==> config.mk <==
export PLATFORM = sky130hd
export DESIGN_NAME = serial_mag_comp
export DESIGN_NICKNAME = d
export VERILOG_FILES = /design/src/rtl/serial_mag_comp_pkg.sv /design/src/rtl/serial_mag_comp_bit_cell.sv /design/src/rtl/serial_mag_comp.sv
export SDC_FILE = /design/constraint.sdc
export NUM_CORES = 1
export LEC_CHECK = 0
export ABC_CLOCK_PERIOD_IN_PS = 5830
export BUFFER_PORTS_ARGS = -buffer_cell sky130_fd_sc_hd__buf_2
export CORE_MARGIN = 3
export CORE_UTILIZATION = 40
export CTS_CLUSTER_DIAMETER = 80
export DETAILED_ROUTE_END_ITERATION = 12
export PLACE_DENSITY_LB_ADDON = 0.08
export SYNTH_ARGS = -nofsm -noshare
export SYNTH_HDL_FRONTEND = slang
export SYNTH_SLANG_ARGS = --single-unit
==> constraint.sdc <==
create_clock -name clk -period 5.83 [get_ports clk]
set_input_delay 1.166 -clock clk [delete_from_list [all_inputs] [get_ports clk]]
set_output_delay 1.166 -clock clk [all_outputs]
set_load 0.005 [all_outputs]
==> src/rtl/serial_mag_comp_pkg.sv <==
// Shared constants for the bit-serial magnitude comparator: FSM encodings,
// default operand width and the packed verdict type.
package serial_mag_comp_pkg;

  localparam logic [1:0] ST_IDLE  = 2'd0;
  localparam logic [1:0] ST_SHIFT = 2'd1;
  localparam logic [1:0] ST_DONE  = 2'd2;

  localparam int unsigned COMP_WIDTH_DEF = 8;

  typedef struct packed {
    logic gt;
    logic eq;
    logic lt;
  } verdict_t;

  localparam verdict_t VERDICT_EQ = '{gt: 1'b0, eq: 1'b1, lt: 1'b0};

endpackage

==> src/rtl/serial_mag_comp_bit_cell.sv <==
// Single-bit magnitude compare cell; purely combinational, exactly one of
// g/e/l is high for any defined input pair.
module comp_bit_cell (
  input  logic a,
  input  logic b,
  output logic g,
  output logic e,
  output logic l
);

  always_comb begin
    g = a & ~b;
    l = ~a & b;
    e = ~(a ^ b);
  end

endmodule

==> src/rtl/serial_mag_comp.sv <==
// Bit-serial magnitude comparator: latches A/B on start, walks them MSB-first
// through one comp_bit_cell, and registers a gt/eq/lt verdict with a done pulse.
module serial_mag_comp
  import serial_mag_comp_pkg::*;
#(
  parameter int unsigned WIDTH = COMP_WIDTH_DEF
) (
  input  logic             clk,
  input  logic             rst_n,
  input  logic             start,
  input  logic [WIDTH-1:0] a_in,
  input  logic [WIDTH-1:0] b_in,
  output logic             busy,
  output logic             done,
  output logic             gt,
  output logic             eq,
  output logic             lt
);

  localparam int unsigned     IDX_W   = $clog2(WIDTH);
  localparam logic [IDX_W-1:0] IDX_MSB = IDX_W'(WIDTH - 1);

  logic [1:0]       state_q,   state_d;
  logic [WIDTH-1:0] a_reg_q,   a_reg_d;
  logic [WIDTH-1:0] b_reg_q,   b_reg_d;
  logic [IDX_W-1:0] idx_q,     idx_d;
  logic             busy_q,    busy_d;
  logic             done_q,    done_d;
  verdict_t         verdict_q, verdict_d;

  logic bit_g;
  logic bit_e;
  logic bit_l;

  comp_bit_cell u_cell (
    .a (a_reg_q[idx_q]),
    .b (b_reg_q[idx_q]),
    .g (bit_g),
    .e (bit_e),
    .l (bit_l)
  );

  always_comb begin
    state_d   = state_q;
    a_reg_d   = a_reg_q;
    b_reg_d   = b_reg_q;
    idx_d     = idx_q;
    verdict_d = verdict_q;

    case (state_q)
      ST_IDLE: begin
        if (start) begin
          a_reg_d = a_in;
          b_reg_d = b_in;
          idx_d   = IDX_MSB;
          state_d = ST_SHIFT;
        end
      end
      ST_SHIFT: begin
        // idx==0 is tested before decrementing, so idx never wraps.
        if (!bit_e) begin
          verdict_d = '{gt: bit_g, eq: 1'b0, lt: bit_l};
          state_d   = ST_DONE;
        end else if (idx_q == '0) begin
          verdict_d = VERDICT_EQ;
          state_d   = ST_DONE;
        end else begin
          idx_d = idx_q - 1'b1;
        end
      end
      ST_DONE: begin
        state_d = ST_IDLE;
      end
      default: begin
        state_d = ST_IDLE;
      end
    endcase

    // busy/done are flopped from the next-state decode so every output is a register.
    busy_d = (state_d == ST_SHIFT);
    done_d = (state_d == ST_DONE);
  end

  always_ff @(posedge clk) begin
    if (!rst_n) begin
      state_q   <= ST_IDLE;
      a_reg_q   <= '0;
      b_reg_q   <= '0;
      idx_q     <= IDX_MSB;
      busy_q    <= 1'b0;
      done_q    <= 1'b0;
      verdict_q <= '0;
    end else begin
      state_q   <= state_d;
      a_reg_q   <= a_reg_d;
      b_reg_q   <= b_reg_d;
      idx_q     <= idx_d;
      busy_q    <= busy_d;
      done_q    <= done_d;
      verdict_q <= verdict_d;
    end
  end

  always_comb begin
    busy = busy_q;
    done = done_q;
    gt   = verdict_q.gt;
    eq   = verdict_q.eq;
    lt   = verdict_q.lt;
  end

endmodule
==> impl_summary.log <==
[metrics] status: completed
[metrics] nets: 171
[metrics] leakage power of the design: 0.623 nW
[metrics] Yosys Warn Count: 0
[metrics] CTS tree: built
[metrics] total of buffers placed on input and output ports: 23
[metrics] maximum clock insertion buffer count: 2
[metrics] half-perimeter wire length of the detailed placement result: 1570 um
[metrics] die extent in y: 61.4 um
[metrics] final-report setup violation count: 0
[metrics] level count of the clock H-tree: 1
[metrics] cts-stage hold buffer count: 0
[metrics] area added between synthesis and finish: 10.8%
[metrics] min cycle time layout: 2300 ps
[metrics] number of antenna repair diodes: 0
[metrics] endpoint arrival time on the critical path: 2550 ps
[metrics] final cycle utilization of the critical path: 0.394
[metrics] final setup TNS: 0 ps
[metrics] wire length reported by the detailed router: 2180 um
[metrics] classification of the worst-slack hold path: register to register
[metrics] critical-path maximum fanout: 8
[metrics] Top Ports: 24
[metrics] standard-cell row count: 19
[metrics] worst-case setup slack after placement: 3500 ps
[metrics] number of max-slew violations in the final report: 0
[metrics] routability cong.: 0.749
[metrics] power per cell area: 240 nW/um^2
[metrics] die outline area: 3770 sq um
[metrics] root buffer selected by CTS: sky130_fd_sc_hd__clkbuf_4
[metrics] first-pass GRT wire length: 3830 um
[metrics] detailed-route vias per instance: 5.26
[metrics] Storage cell area: 520 sq um
[metrics] starting density of the core: 0.433
[metrics] area of the multi-input gates: 647 sq um
[metrics] worst rel slew slack: 0.542
[metrics] grt total ovfl: 0
[metrics] max_cap viols: 0
[metrics] Peak VDD IR: 134 uV
[metrics] crit path setup slack, layout: 3530 ps
[metrics] unrepaired setup endpoints after global routing: no
[metrics] Fmax achieved: 435 MHz
[metrics] TritonCTS Sinks: 26
[metrics] EDFF count, synth: 0
[metrics] fraction of final layout cells with drive strength greater than 1: 0.205
[metrics] worst clock skew: 5.25 ps
[metrics] drt initial violations: 57
[metrics] pin count of the biggest net entering global routing: 30
[metrics] DRC Markers: 0
[metrics] synthesized area divided by synthesized cell count: 9.65 sq um
[metrics] number of nets still failing antenna checks after routing: 0
[metrics] share of flip-flops with an asynchronous set or reset: 0
[metrics] post-synthesis sequential element count: 26
[metrics] register area share after synthesis: 0.424
[metrics] antenna violations before repair: 0
[metrics] actual transition at the worst max-transition pin: 686 ps
[metrics] WHS: 461 ps
[metrics] classification of the worst setup path: register to register
[metrics] Synth cell types: 30
[metrics] placeable core region: 2830 sq um
[metrics] critical path endpoint category: register
[metrics] Fillers: 298
[metrics] die width: 61.4 um
[metrics] Overall Global Routing Usage: 0.140
[metrics] Top FF cell, synth: sky130_fd_sc_hd__dfxtp_1
[metrics] count of buffers added by post-CTS timing repair for setup: 0
[metrics] most common cell after layout, fill and taps aside: sky130_fd_sc_hd__nand2_1
[metrics] count of final hold-check violations: 0
[metrics] top library cells by usage in the layout, fill and taps aside: 37 x sky130_fd_sc_hd__nand2_1, 26 x sky130_fd_sc_hd__dfxtp_1, 23 x sky130_fd_sc_hd__buf_2
[metrics] critical path startpoint category: register
[metrics] Synthesized Nets: 150
[metrics] clock input transition at the sequential cells of the worst setup and hold paths: 130 ps
[metrics] Vias: 931
[metrics] vias in the first global route: 860
[metrics] Gate Count Post-Synth: 127
[metrics] clock network latency to the later pin of the worst-skew pair: 320 ps
[metrics] wire per inst: 12.3 um
[metrics] PostCTS Resize Cnt: 0
[metrics] CTS Buf Count: 3
[metrics] detailed-routing iteration count for the pre-antenna-repair pass: 4
[metrics] required time of the critical path: 6090 ps
[metrics] post-synthesis instance area: 1230 sq um
[critical path, cell delays in order (launching register included)]
cell	delay (ps)
sky130_fd_sc_hd__dfxtp_1	500
sky130_fd_sc_hd__mux4_1	580
sky130_fd_sc_hd__mux2i_1	200
sky130_fd_sc_hd__inv_1	70
sky130_fd_sc_hd__ha_1	390
sky130_fd_sc_hd__a21oi_2	290
sky130_fd_sc_hd__mux2i_1	220
[routing by layer]
layer	global-route usage	vias to the layer above	share of wire
met5	0	-	0
met4	0.0455	0	0.012
met3	0.0503	2	0.065
met2	0.234	23	0.48
met1	0.166	428	0.44
li1	-	478	-
[layout make-up]
| class | count | share of cell area |
|---|---|---|
| repair buffers | 23 | 0.0847 |
| clock buffers | 3 | 0.0166 |
| multi-input cells | 90 | 0.476 |
| inverters | 4 | 0.0110 |
| flip-flops and latches | 26 | 0.383 |
| well taps | 31 | 0.0285 |
[state kept, by name, summed over array words and instances (netlist names)]
register  count
a_reg_q       8
b_reg_q       8
busy          1
done          1
eq            1
gt            1
idx_q         3
lt            1
state_q       2
[metrics by stage]
stage | util | total power [mW] | cell area [sq um] | cells
final | 0.480 | 0.326 | 1360 | 177
after global routing | 0.480 | 0.350 | 1360 | 177
after CTS | 0.480 | 0.331 | 1360 | 177
after detailed placement | 0.472 | 0.256 | 1340 | 174
after global placement | 0.472 | 0.255 | 1340 | 174
after floorplan | - | 0.242 | 1230 | 127
[path summary, 6_finish.rpt]
kind,from,end,slack [ps],depth (start not counted)
hold reg to reg,b_reg_q[5],b_reg_q[5],460,2
setup reg to reg,idx_q[0],lt,3530,6
setup / recovery,idx_q[0],lt,3530,6
hold / removal,b_reg_q[5],b_reg_q[5],460,2
[logic make-up after synthesis]
kind of cell    Yosys count  synth area share
mux                       9             0.128
simple gates             53             0.212
fa+ha+maj                 4            0.0408
compound gates           24             0.147
flops                    26             0.424
buf+inv                  11            0.0480
[power breakdown]
group / leakage (nW) / internal (mW) / total, mW / switching, mW
Clock: 0.0138 / 0.0242 / 0.0751 / 0.0509
Combinational: 0.396 / 0.0257 / 0.0524 / 0.0267
Sequential: 0.213 / 0.189 / 0.198 / 0.00866
[synth_stat cells (all sizes together) (2+ instances only)]
master	count	area, sq um
dfxtp	26	521
nand2b	3	18.8
nor2b	2	12.5
mux2i	4	40.0
nor3b	3	33.8
a21boi	16	120
ha	4	50.1
buf	4	32.5
inv	4	15.0
and2	2	12.5
clkbuf	3	11.3
mux4	4	105
a21oi	2	13.8
nand2	37	139
and4	2	17.5
Power figures use the tool's default switching activity.
